## src/rtl/ccg_resp_capture_if.sv

```systemverilog
// Purpose : Bundles the sweep control, netlist vector/response bus and the
//           result summaries of ccg_resp_capture into one interface.
// Ports   : start/abort/resp_in flow into the capture block; vec_out, busy,
//           done and the signature/count/mask summaries flow out of it.
//           master = sweep controller + netlist side, slave = capture block.
// Latency : n/a (wires only).
// Backpressure: none; the sweep runs free once started.

interface ccg_resp_capture_if #(
   parameter int N_IN   = 9,
   parameter int N_OUT  = 6,
   parameter int MISR_W = 16
);
   logic                        start;
   logic                        abort;
   logic [N_IN-1:0]             vec_out;
   logic [N_OUT-1:0]            resp_in;
   logic                        busy;
   logic                        done;
   logic [MISR_W-1:0]           signature;
   logic [N_OUT*(N_IN+1)-1:0]   ones_cnt;
   logic [N_OUT-1:0]            const_mask;
   logic [N_OUT-1:0]            eq_mask;

   modport master (
      output start, abort, resp_in,
      input  vec_out, busy, done, signature, ones_cnt, const_mask, eq_mask
   );

   modport slave (
      input  start, abort, resp_in,
      output vec_out, busy, done, signature, ones_cnt, const_mask, eq_mask
   );
endinterface

```

## src/rtl/ccg_resp_capture.sv

```systemverilog
// Purpose : Drives every input vector into a combinational benchmark netlist
//           and compacts its responses into a MISR signature, per-output
//           ones-counts, a constant-output mask and a duplicate-output mask.
// Latency : 2^N_IN + LAT + 1 busy cycles per sweep, done one cycle after busy.
// Backpressure: none; start is ignored while a sweep is in flight, abort
//           cancels it without a done pulse.
//
// Ports:
//   clk, rst          rising-edge clock, synchronous active-high reset
//   bus.start         one-cycle pulse, begins a sweep when idle
//   bus.abort         cancels a sweep in RUN or DRAIN
//   bus.vec_out       registered vector to the netlist inputs (bit i -> xi)
//   bus.resp_in       netlist outputs (bit j <- f(j+1)), LAT cycles behind
//   bus.busy/done     sweep in progress / one-cycle results-final pulse
//   bus.signature     MISR over all samples of the sweep
//   bus.ones_cnt      packed per-output count of 1 responses, N_IN+1 bits each
//   bus.const_mask    output j never changed during the sweep
//   bus.eq_mask       output j equals some lower output on every vector

module ccg_resp_capture #(
   parameter int                N_IN      = 9,
   parameter int                N_OUT     = 6,
   parameter int                LAT       = 0,
   parameter int                MISR_W    = 16,
   parameter logic [MISR_W-1:0] MISR_POLY = 16'h1021,
   parameter logic [MISR_W-1:0] MISR_SEED = 16'hFFFF
) (
   input  logic                clk,
   input  logic                rst,
   ccg_resp_capture_if.slave   bus
);

   localparam int              CW        = N_IN + 1;
   localparam logic [N_IN-1:0] VEC_LAST  = {N_IN{1'b1}};
   // Pipeline stages that are still meaningful for the configured latency.
   localparam logic [3:0]      PIPE_MASK = 4'((1 << LAT) - 1);

   typedef enum logic [1:0] {
      S_IDLE  = 2'd0,
      S_RUN   = 2'd1,
      S_DRAIN = 2'd2,
      S_DONE  = 2'd3
   } state_t;

   state_t                          state_q;
   logic [N_IN-1:0]                 vec_q;
   logic                            busy_q;
   logic                            done_q;
   logic [MISR_W-1:0]               sig_q,   sig_d;
   logic [N_OUT*CW-1:0]             cnt_q,   cnt_d;
   logic [N_OUT-1:0]                const_q, const_d;
   logic [N_OUT-1:0]                first_val_q;
   logic                            first_q;
   // eqp_q[j][k]: outputs j and k have agreed on every sample so far.
   // Only entries with k < j feed eq_mask.
   logic [N_OUT-1:0][N_OUT-1:0]     eqp_q,   eqp_d;
   // Valid delay line: bit n set means the vector driven n+1 cycles ago
   // was a real sweep vector.
   logic [3:0]                      vld_q;
   logic                            cur_vld;
   logic                            smp_vld;
   logic [N_OUT-1:0]                resp;
   logic [N_OUT-1:0]                eq_mask_c;

   assign resp    = bus.resp_in;
   assign cur_vld = (state_q == S_RUN);

   // resp_in belongs to a sweep vector exactly LAT cycles after that vector
   // was on vec_out.
   generate
      if (LAT == 0) begin : g_lat0
         assign smp_vld = cur_vld;
      end else begin : g_latn
         assign smp_vld = vld_q[LAT-1];
      end
   endgenerate

   // Next summary values assuming the current resp_in is a valid sample.
   always_comb begin
      sig_d = {sig_q[MISR_W-2:0], 1'b0}
            ^ (sig_q[MISR_W-1] ? MISR_POLY : '0)
            ^ MISR_W'(resp);

      cnt_d = cnt_q;
      for (int j = 0; j < N_OUT; j++) begin
         cnt_d[j*CW +: CW] = cnt_q[j*CW +: CW] + CW'(resp[j]);
      end

      // The first sample only establishes the reference value.
      const_d = first_q ? const_q : (const_q & ~(resp ^ first_val_q));

      eqp_d = eqp_q;
      for (int j = 0; j < N_OUT; j++) begin
         for (int k = 0; k < N_OUT; k++) begin
            eqp_d[j][k] = eqp_q[j][k] & ~(resp[j] ^ resp[k]);
         end
      end
   end

   // Output j is a duplicate if any lower-numbered output still tracks it.
   always_comb begin
      eq_mask_c = '0;
      for (int j = 1; j < N_OUT; j++) begin
         for (int k = 0; k < j; k++) begin
            eq_mask_c[j] = eq_mask_c[j] | eqp_q[j][k];
         end
      end
   end

   always_ff @(posedge clk) begin
      if (rst) begin
         state_q     <= S_IDLE;
         vec_q       <= '0;
         busy_q      <= 1'b0;
         done_q      <= 1'b0;
         sig_q       <= MISR_SEED;
         cnt_q       <= '0;
         const_q     <= '1;
         first_val_q <= '0;
         first_q     <= 1'b0;
         eqp_q       <= '1;
         vld_q       <= '0;
      end else begin
         vld_q  <= {vld_q[2:0], cur_vld};
         done_q <= 1'b0;

         if (smp_vld) begin
            sig_q   <= sig_d;
            cnt_q   <= cnt_d;
            const_q <= const_d;
            eqp_q   <= eqp_d;
            if (first_q) begin
               first_val_q <= resp;
               first_q     <= 1'b0;
            end
         end

         case (state_q)
            S_IDLE: begin
               // Accepting start overrides any sample bookkeeping above and
               // wipes the previous results.
               if (bus.start) begin
                  state_q <= S_RUN;
                  busy_q  <= 1'b1;
                  vec_q   <= '0;
                  sig_q   <= MISR_SEED;
                  cnt_q   <= '0;
                  const_q <= '1;
                  eqp_q   <= '1;
                  first_q <= 1'b1;
                  vld_q   <= '0;
               end
            end

            S_RUN: begin
               if (bus.abort) begin
                  state_q <= S_IDLE;
                  busy_q  <= 1'b0;
                  vld_q   <= '0;
               end else if (vec_q == VEC_LAST) begin
                  state_q <= S_DRAIN;
               end else begin
                  vec_q <= vec_q + 1'b1;
               end
            end

            S_DRAIN: begin
               if (bus.abort) begin
                  state_q <= S_IDLE;
                  busy_q  <= 1'b0;
                  vld_q   <= '0;
               end else if ((vld_q & PIPE_MASK) == 4'd0) begin
                  // Last in-flight response has been absorbed.
                  state_q <= S_DONE;
                  busy_q  <= 1'b0;
                  done_q  <= 1'b1;
               end
            end

            S_DONE: begin
               state_q <= S_IDLE;
            end

            default: begin
               state_q <= S_IDLE;
               busy_q  <= 1'b0;
            end
         endcase
      end
   end

   assign bus.vec_out    = vec_q;
   assign bus.busy       = busy_q;
   assign bus.done       = done_q;
   assign bus.signature  = sig_q;
   assign bus.ones_cnt   = cnt_q;
   assign bus.const_mask = const_q;
   assign bus.eq_mask    = eq_mask_c;

endmodule

```

## src/flat_wrapper.sv

```systemverilog
// flat-port wrapper written by rule: the top's interface ports become plain ports
module ccg_resp_capture_flat 
#(
   parameter int                N_IN      = 9,
   parameter int                N_OUT     = 6,
   parameter int                LAT       = 0,
   parameter int                MISR_W    = 16,
   parameter logic [MISR_W-1:0] MISR_POLY = 16'h1021,
   parameter logic [MISR_W-1:0] MISR_SEED = 16'hFFFF
)
  (clk, rst, bus_start, bus_abort, bus_resp_in, bus_vec_out, bus_busy, bus_done, bus_signature, bus_ones_cnt, bus_const_mask, bus_eq_mask);
  ccg_resp_capture_if #(.N_IN(N_IN), .N_OUT(N_OUT), .MISR_W(MISR_W)) bus_i ();
  input  logic clk;
  input  logic rst;
  input wire logic [$bits(bus_i.start)-1:0] bus_start;
  input wire logic [$bits(bus_i.abort)-1:0] bus_abort;
  input wire logic [$bits(bus_i.resp_in)-1:0] bus_resp_in;
  output wire logic [$bits(bus_i.vec_out)-1:0] bus_vec_out;
  output wire logic [$bits(bus_i.busy)-1:0] bus_busy;
  output wire logic [$bits(bus_i.done)-1:0] bus_done;
  output wire logic [$bits(bus_i.signature)-1:0] bus_signature;
  output wire logic [$bits(bus_i.ones_cnt)-1:0] bus_ones_cnt;
  output wire logic [$bits(bus_i.const_mask)-1:0] bus_const_mask;
  output wire logic [$bits(bus_i.eq_mask)-1:0] bus_eq_mask;
  assign bus_i.start = bus_start;
  assign bus_i.abort = bus_abort;
  assign bus_i.resp_in = bus_resp_in;
  assign bus_vec_out = bus_i.vec_out;
  assign bus_busy = bus_i.busy;
  assign bus_done = bus_i.done;
  assign bus_signature = bus_i.signature;
  assign bus_ones_cnt = bus_i.ones_cnt;
  assign bus_const_mask = bus_i.const_mask;
  assign bus_eq_mask = bus_i.eq_mask;
  ccg_resp_capture #(.N_IN(N_IN), .N_OUT(N_OUT), .LAT(LAT), .MISR_W(MISR_W), .MISR_POLY(MISR_POLY), .MISR_SEED(MISR_SEED)) u_core (.clk(clk), .rst(rst), .bus(bus_i));
endmodule
```

## config.mk

```make
export PLATFORM = sky130hd
export DESIGN_NAME = ccg_resp_capture_flat
export DESIGN_NICKNAME = d
export VERILOG_FILES = /design/src/rtl/ccg_resp_capture_if.sv /design/src/rtl/ccg_resp_capture.sv /design/src/flat_wrapper.sv
export SDC_FILE = /design/constraint.sdc
export NUM_CORES = 1
export LEC_CHECK = 0
export CORE_MARGIN = 8
export CORE_UTILIZATION = 25
export DETAILED_ROUTE_END_ITERATION = 8
export DONT_BUFFER_PORTS = 1
export PLACE_DENSITY = 0.45
export SLEW_MARGIN = 20
export SYNTH_ARGS = -nofsm -noshare
export SYNTH_HDL_FRONTEND = slang
export SYNTH_SLANG_ARGS = --single-unit
```

## constraint.sdc

```tcl
create_clock -name clk -period 6.2 [get_ports clk]
set_clock_uncertainty 0.2 [all_clocks]
set_input_delay 1.24 -clock clk [delete_from_list [all_inputs] [get_ports clk]]
set_output_delay 1.24 -clock clk [all_outputs]
set_load 0.03 [all_outputs]
```

# Yosys cells after proc, flatten, opt, wreduce, memory -nomap -nowiden
# Cells that the tools add are included.
# Widths: inputs -> output; s select.
# word_totals
register_bits,138
input_bits,10
# classes
add_sub_neg,7
n_eq_ne,9
n_mux,30
bitwise_logic,76
reduce_logical,8
# op_table
cell,n
$mux 60,3
$mux 36,2
$add 10x1->10,6
$mux 16,3
$mux 35,1
$and 1x1->1,30
$mux 9,3
$mux 6,4
$pmux 9 s2,1
$not 1->1,16
$xor 16x16->16,1
$xor 16x6->16,1
$xor 1x1->1,15
$mux 13,1
$or 1x1->1,10
$add 9x1->9 const B,1
$eq 9x9->1 const B,1
$mux 2,4
$ne 2x2->1 const B,4
$pmux 2 s4,1
$and 6x6->6,1
$mux 1,6
$not 6->6,1
$xor 6x6->6,1
other kinds (11),13

# Logic depth before layout (Yosys ltp)
# Gate-level depths: netlist of the first run.
# depth
ltp_word,7
depth_mapped,9

# Worst setup path after synthesis of the first run
# OpenSTA, ideal clock, no wires.
# synth_path
kind,input to register
start,in bus_resp_in[1]
end,reg u_core.cnt_q[18] (netlist: u_core.bus.ones_cnt[18])
setup_time_ns,0.070
arrival_ns,2.245
required_time_ns,5.930
setup_slack_ns,3.685
stages,5
path_buffers,0
cell_sequence,ha_1 > ha_1 > nand4_1 > or3_1 > a21oi_1
# synth_between
elab_chain_len,4
# synth_lines
element,line,rtl
start: declaration,flat_wrapper.sv:17,input wire logic [$bits(bus_i.resp_in)-1:0] bus_resp_in;
$add 10x1->10 *,ccg_resp_capture.sv:86,cnt_d[j*CW +: CW] = cnt_q[j*CW +: CW] + CW'(resp[j]);
$mux 60 *,ccg_resp_capture.sv:127,if (smp_vld) begin
$mux 60,ccg_resp_capture.sv:142,if (bus.start) begin
$mux 60 *,ccg_resp_capture.sv:138,case (state_q)
end signal: assignment,ccg_resp_capture.sv:129,cnt_q <= cnt_d;
end: declaration,ccg_resp_capture.sv:50,"logic [N_OUT*CW-1:0] cnt_q, cnt_d;"
# Mark *: on every way between the ends. The rest lies on a longest branch, timed or not.
# A chain may end at the register's enable or synchronous reset.

# Worst setup path after layout of the first run
# layout_path
start,reg u_core.eqp_q[27] (netlist bit)
end,out bus_eq_mask[4]
# layout_between
elab_chain_len,1
# layout_lines
element,line,rtl
start: declaration,ccg_resp_capture.sv:56,"logic [N_OUT-1:0][N_OUT-1:0] eqp_q, eqp_d;"
start signal: assignment,ccg_resp_capture.sv:131,eqp_q <= eqp_d;
$or 1x1->1,ccg_resp_capture.sv:105,eq_mask_c[j] = eq_mask_c[j] | eqp_q[j][k];
end: declaration,flat_wrapper.sv:24,output wire logic [$bits(bus_i.eq_mask)-1:0] bus_eq_mask;
# No other way between the ends.

==> results of run 1 <==
[through the flow]
stage / hold WS (ns) / std cells / cell area (um^2) / util (%) / power, W
after floorplan: 0.234 / 583 / 5230 / - / 0.000972
after global placement: 0.248 / 824 / 5440 / 26.2 / 0.000995
after detailed placement: 0.250 / 824 / 5440 / 26.2 / 0.00100
after CTS: 0.258 / 856 / 6030 / 29.0 / 0.00200
after global routing: 0.283 / 856 / 6030 / 29.1 / 0.00206
final: 0.253 / 856 / 6030 / 29.1 / 0.00196
[flip-flops by register name, indices dropped and copies added (netlist names), 2 cells and up]
name                   count
u_core.eqp_q              14
u_core.bus.const_mask      6
u_core.state_q             2
u_core.bus.signature      16
u_core.bus.ones_cnt       60
u_core.bus.vec_out         9
u_core.first_val_q         6
[layout make-up]
class | instances | area, um^2 | area share, %
Multi-Input combinational cell | 419 | 2700 | 44.8
Sequential cell | 117 | 2340 | 38.8
Timing Repair Buffer | 2 | 15.0 | 0.249
Inverter | 11 | 41.3 | 0.684
Clock inverter | 15 | 165 | 2.74
Clock buffer | 17 | 425 | 7.05
Tap cell | 275 | 344 | 5.70
[worst register-to-register path, cell delays in order, from the launching register on]
cell and delay (ns):
dfxtp_1 0.32, inv_1 0.15, ha_4 0.42, buf_4 0.52, nand4_2 0.35, or4_1 0.57
a21oi_1 0.16
[Yosys cell counts, types with 17 or more instances]
cell type,number,share of area [%]
a21oi_1,43,4.1
dfxtp_1,117,45
mux2i_1,26,5.0
xnor2_1,22,3.7
nand2_1,60,4.3
xor2_1,25,4.2
ha_1,19,4.5
clkbuf_1,19,1.4
o21ai_0,44,4.2
or4_1,17,2.4
nand4_1,25,3.0
nor2_1,47,3.4
nand3_1,18,1.7
[cells in the final DEF, fill, tap and decap left out, types with 7 or more instances in the layout]
| master | n |
|---|---|
| dfxtp_1 | 117 |
| nand2_1 | 60 |
| nor2_1 | 47 |
| o21ai_0 | 44 |
| a21oi_1 | 42 |
| mux2i_1 | 26 |
| nand4_1 | 25 |
| xor2_1 | 25 |
| xnor2_1 | 22 |
| nand3_1 | 18 |
| ha_1 | 18 |
| or4_1 | 17 |
| clkbuf_16 | 17 |
| or3_1 | 15 |
| o31ai_1 | 15 |
| inv_1 | 11 |
| inv_6 | 7 |
[worst paths after layout]
kind | endpoint | slack (ns) | depth (start not counted)
setup / recovery | bus_eq_mask[4] | 3.32 | 1
hold / removal | u_core.eqp_q[12] | 0.25 | 2
setup reg to reg | u_core.bus.ones_cnt[57] | 3.44 | 6
hold reg to reg | u_core.eqp_q[12] | 0.25 | 2
[report_power, final]
group / total (W) / switching, W / leakage, nW / internal [W]
Combinational: 0.000158 / 0.0000995 / 0.775 / 0.0000581
Sequential: 0.000822 / 0.0000468 / 0.948 / 0.000775
Clock: 0.000982 / 0.000383 / 0.278 / 0.000599
[metal layers]
metal | track usage (%) | part of all wire [%] | vias to the layer above
met4 | 3.44 | 0.72 | 0
met2 | 17.1 | 47 | 111
met1 | 11.4 | 40 | 1956
met5 | 0 | 0 | -
met3 | 7.01 | 12 | 8
li1 | - | - | 2050
[logic make-up after synthesis]
group / Yosys count
simple gates: 209
compound gates: 117
flops: 117
xor+xnor: 47
buf+inv: 47
mux: 26
fa+ha+maj: 19
other cells: 1
==> results by group, run 1 <==
Run status
  • Outcome: complete, no violations

Logic synthesis
  • Post-synthesis sequential area ratio: roughly 45%
  • Yosys warning count: 0
  • Post-synthesis mux area share: between 4 and 5%
  • Post-synth design cell area: 0.00523 mm^2
  • Mapped Cells: slightly below 600
  • Number of synthesized flops with an enable pin: 0
  • Synth Area in Simple Gates: a little over a fifth
  • Synth Area in XOR/XNOR: 7.87%
  • Synthesized-area fraction occupied by adder cells: between 4 and 5%
  • Syn_area_per_cell: around 9 um^2
  • Area fraction in compound gates after synthesis: 12.8%
  • Cell variety after synth: 40
  • Synth Net Count: 612
  • Top FF cell, synth: dfxtp_1
  • Largest family of logic cells by synthesized area: simple AND/OR/NAND/NOR gates
  • Number of synthesized register bits: 117
  • Post-synth ARST share: 0%

Worst setup path
  • Cell family with most CP delay: simple AND/OR/NAND/NOR gates
  • CP max-delay cell: or4_1
  • Worst path required time: between 4 and 5 ns
  • CP cell instances: or4_1
  • WS Path Type: flip-flop to output pin
  • Startpoint types: flip-flop
  • Number of buffers and inverters on the critical path: 0
  • Worst Setup SP: u_core.eqp_q[27]
  • Worst EP arrival: about 1.4 ns
  • FF-to-FF Start: u_core.state_q[1]
  • Max FO, Critical Path: 2
  • Slowest stage delay, CP: 0.72 ns
  • CP Capture Type: output pin

Global route
  • Congestion Overflow GR: 0
  • Largest net degree at the start of global routing: 57
  • First-pass GRT wire length: 22000 um
  • Overall global routing resource usage: between 10% and 20%
  • Antenna violations before repair: 0
  • Vias in the first global route: 3966

Routing
  • Drt initial violations: 235
  • Final ANT Viol Nets: 0
  • Wire per inst: between 15 and 20 um
  • DRC errors left: 0
  • DR vias/cell: 4.82
  • Pre-antenna DRT Iters: 4
  • DRT Wirelength: between 10000 and 15000 um
  • Via Count: between 4000 and 5000

Floorplan
  • Chip Height: between 150 and 200 um
  • Die area: between 0.02 and 0.03 mm^2
  • Top Ports: 109
  • Core Box Area: approximately 0.021 mm^2
  • Initial Utilization: 25.2%
  • Width of the die: 161 um
  • FP Rows: 53

Clock tree
  • Clk slew on worst S/H paths: about 0.06 ns
  • Clock buffer count from CTS: 17
  • Cts repair resizes: 0
  • Clock tree sinks: 117
  • # Post-CTS Setup Buffers: 0
  • CTS max path bufs: 2
  • Root buf cell: clkbuf_16
  • H-Tree Depth: 4
  • CTS tree: done
  • Clock latency on the worst-skew pair: about 0.42 ns
  • Cts-stage hold buffer count: 0

Timing
  • RSZ-0062 raised after global routing: false
  • Final Critical Period: roughly 2.9 ns
  • Max-slew violation count: 0
  • Final setup violation count: 0
  • Final worst slack: ~3.3 ns
  • Worst Max-Slew Pin Slew: between 0.9 and 1 ns
  • FMAX: about 0.35 GHz
  • Setup TNS: 0 ns
  • Final Cycle Share: ~46%
  • Hold Fails Final Rpt: 0
  • Slew Limit Headroom: 37.8%

Flow run
  • Max cap viols: 0

Place
  • # port buffers: 0
  • Place WS: about 3.4 ns
  • Final HPWL DP: just under 10000 um
  • RePlAce Congestion: between 0.7 and 0.8

Final layout
  • FILL cells: 2165
  • # diodes: 0
  • Final nets: 597
  • Share of cells above drive strength 1: ~7.9%
  • Area delta synth->final: 15.4%

Min path
  • Worst min-delay path class: flip-flop to flip-flop
  • Worst hold start: u_core.eqp_q[12]

Pwr
  • Lkg Pwr: about 2.0 nW
  • Power per Cell Area: about 330 mW/mm^2
  • Max VDD drop: around 0.16 mV
Note: power is estimated with default switching activity, not from simulation.
==> inputs of run 2 (changes only) <==
clock period = 2.8 ns   (was 6.2 ns; I/O delays follow)
==> run 2 against run 1 <==
- power rose by 120%
- register-to-register slack got worse by 3.0 ns
- sequential cell count did not move
- sequential power rose by 120%
- clock power rose by 120%
- hold slack got worse by 0.21 ns
- via count rose by 0.48%
- design area rose by 1.4%
- critical path type is now flip-flop to flip-flop
- highest routed layer unchanged
==> results by group, run 2 (same netlist as run 1, synthesis figures left out) <==
Run status
  • Outcome: complete, no violations

Timing
  • Final Critical Period: 2.40 ns
  • FMAX: approximately 0.42 GHz
  • Final Cycle Share: about 86%
  • Hold WS: between 0.03 and 0.04 ns
  • Setup TNS: 0 ns
  • RSZ-0062 raised after global routing: false
  • Hold Fails Final Rpt: 0
  • Final setup violation count: 0
  • Max-slew violation count: 0
  • Worst Max-Slew Pin Slew: between 0.8 and 0.9 ns
  • Slew Limit Headroom: between 40% and 50%

Place
  • RePlAce Congestion: approximately 0.8
  • # port buffers: 0
  • Final HPWL DP: approximately 9800 um

Floorplan
  • Chip Height: ~160 um
  • FP Rows: 53
  • Die area: 0.0258 mm^2
  • Core Box Area: 0.0208 mm^2
  • Initial Utilization: between 20% and 30%
  • Top Ports: approximately 110
  • Width of the die: approximately 160 um

Worst setup path
  • Reg2reg setup slack: ~0.4 ns
  • Max FO, Critical Path: 13
  • Capturing point of the worst reg2reg path: u_core.bus.vec_out[4]
  • FF-to-FF Start: u_core.bus.vec_out[0]
  • Worst EP arrival: roughly 2.6 ns
  • WS Path Type: flip-flop to flip-flop
  • Startpoint types: flip-flop
  • CP Capture Type: flip-flop
  • R2r worst-path depth: 7
  • Worst path required time: approximately 3.0 ns

Pwr
  • Tot Pwr: 0.00436 W
  • Lkg Pwr: 2.06 nW
  • Power per Cell Area: between 700 and 800 mW/mm^2
  • Max VDD drop: between 0.3 and 0.4 mV

Final layout
  • Area delta synth->final: 17.0%
  • Share of cells above drive strength 1: under 10%
  • Max FFs per register: 60
  • Final nets: slightly above 600
  • Most frequent cells in the layout: 117 x dfxtp_1, 60 x nand2_1, 47 x nor2_1, 44 x o21ai_0, 42 x a21oi_1
  • # diodes: 0
  • Post-layout util: between 20% and 30%
  • FILL cells: about 2200
  • Most common cell after layout, fill and taps aside: dfxtp_1

Clock tree
  • Cts repair resizes: 0
  • # Post-CTS Setup Buffers: 0
  • CTS max path bufs: 2
  • CTS tree: done
  • Clock tree sinks: 117
  • H-Tree Depth: 4
  • Clock latency on the worst-skew pair: approximately 0.42 ns
  • Clk slew on worst S/H paths: about 0.060 ns
  • Cts-stage hold buffer count: 1
  • Root buf cell: clkbuf_16
  • Clock buffer count from CTS: 17

Routing
  • Pre-antenna DRT Iters: 5
  • Via Count: 4145
  • DRT Wirelength: around 14000 um
  • Drt initial violations: between 200 and 250
  • DRC errors left: 0
  • Final ANT Viol Nets: 0
  • DR vias/cell: roughly 4.8
  • Wire per inst: roughly 16 um

Global route
  • Largest net degree at the start of global routing: 57
  • Vias in the first global route: ~4000
  • Overall global routing resource usage: between 10% and 20%
  • First-pass GRT wire length: between 20000 and 25000 um
  • Congestion Overflow GR: 0
  • Antenna violations before repair: 0

Min path
  • Hold depth: 1
  • Worst hold start: rst
  • Endpoint, Worst Hold: u_core.state_q[0]
  • Worst min-delay path class: input pin to flip-flop

Flow run
  • Max cap viols: 0
[run 2: layout make-up]
type	instances	area [um^2]	area share (%)
Multi-Input combinational cell	419	2700	44.0
Sequential cell	117	2340	38.3
Clock buffer	20	457	7.46
Tap cell	275	344	5.62
Clock inverter	12	129	2.11
Timing Repair Buffer	11	110	1.80
Inverter	11	41.3	0.675
[run 2: how the worst max path moves through the flow]
stage                          start                    end  cells after the start
3_5_place_dp   u_core.bus.vec_out[0]  u_core.bus.vec_out[3]                      7
5_1_grt        u_core.bus.vec_out[0]  u_core.bus.vec_out[6]                      7
6_report       u_core.bus.vec_out[0]  u_core.bus.vec_out[4]                      7
4_1_cts        u_core.bus.vec_out[0]  u_core.bus.vec_out[3]                      7
2_1_floorplan  u_core.bus.vec_out[0]  u_core.bus.vec_out[0]                      8
3_3_place_gp   u_core.bus.vec_out[0]  u_core.bus.vec_out[3]                      7
[run 2: report_power, final]
group | total (W) | switching (W) | internal, W
registers | 0.00182 | 0.000101 | 0.00172
logic | 0.000384 | 0.000236 | 0.000147
clock network | 0.00215 | 0.000800 | 0.00135
total | 0.00436 | 0.00114 | 0.00322
[run 2: critical path: stages, from the launching register on]
cell and delay [ns]:
dfxtp_1 0.46, ha_1 0.33, nand4_1 0.11, nor2_1 0.05, ha_1 0.21, o21a_1 0.30
or4_1 0.51, a21oi_1 0.15
[run 2: routing by layer]
| layer | wire (um) | global-route usage, % | vias to the layer above |
|---|---|---|---|
| met5 | 0 | 0 | - |
| met4 | 168 | 4.12 | 0 |
| li1 | - | - | 2061 |
| met3 | 1430 | 5.55 | 13 |
| met1 | 6070 | 12.9 | 1958 |
| met2 | 6430 | 17.0 | 113 |
[run 2: through the flow]
stage,instances,setup WS (ns),cell area (um^2)
after CTS,865,0.410,6120
after global placement,832,0.487,5520
after floorplan,583,0.623,5230
after global routing,865,0.212,6120
after detailed placement,832,0.427,5520
final,865,0.402,6120
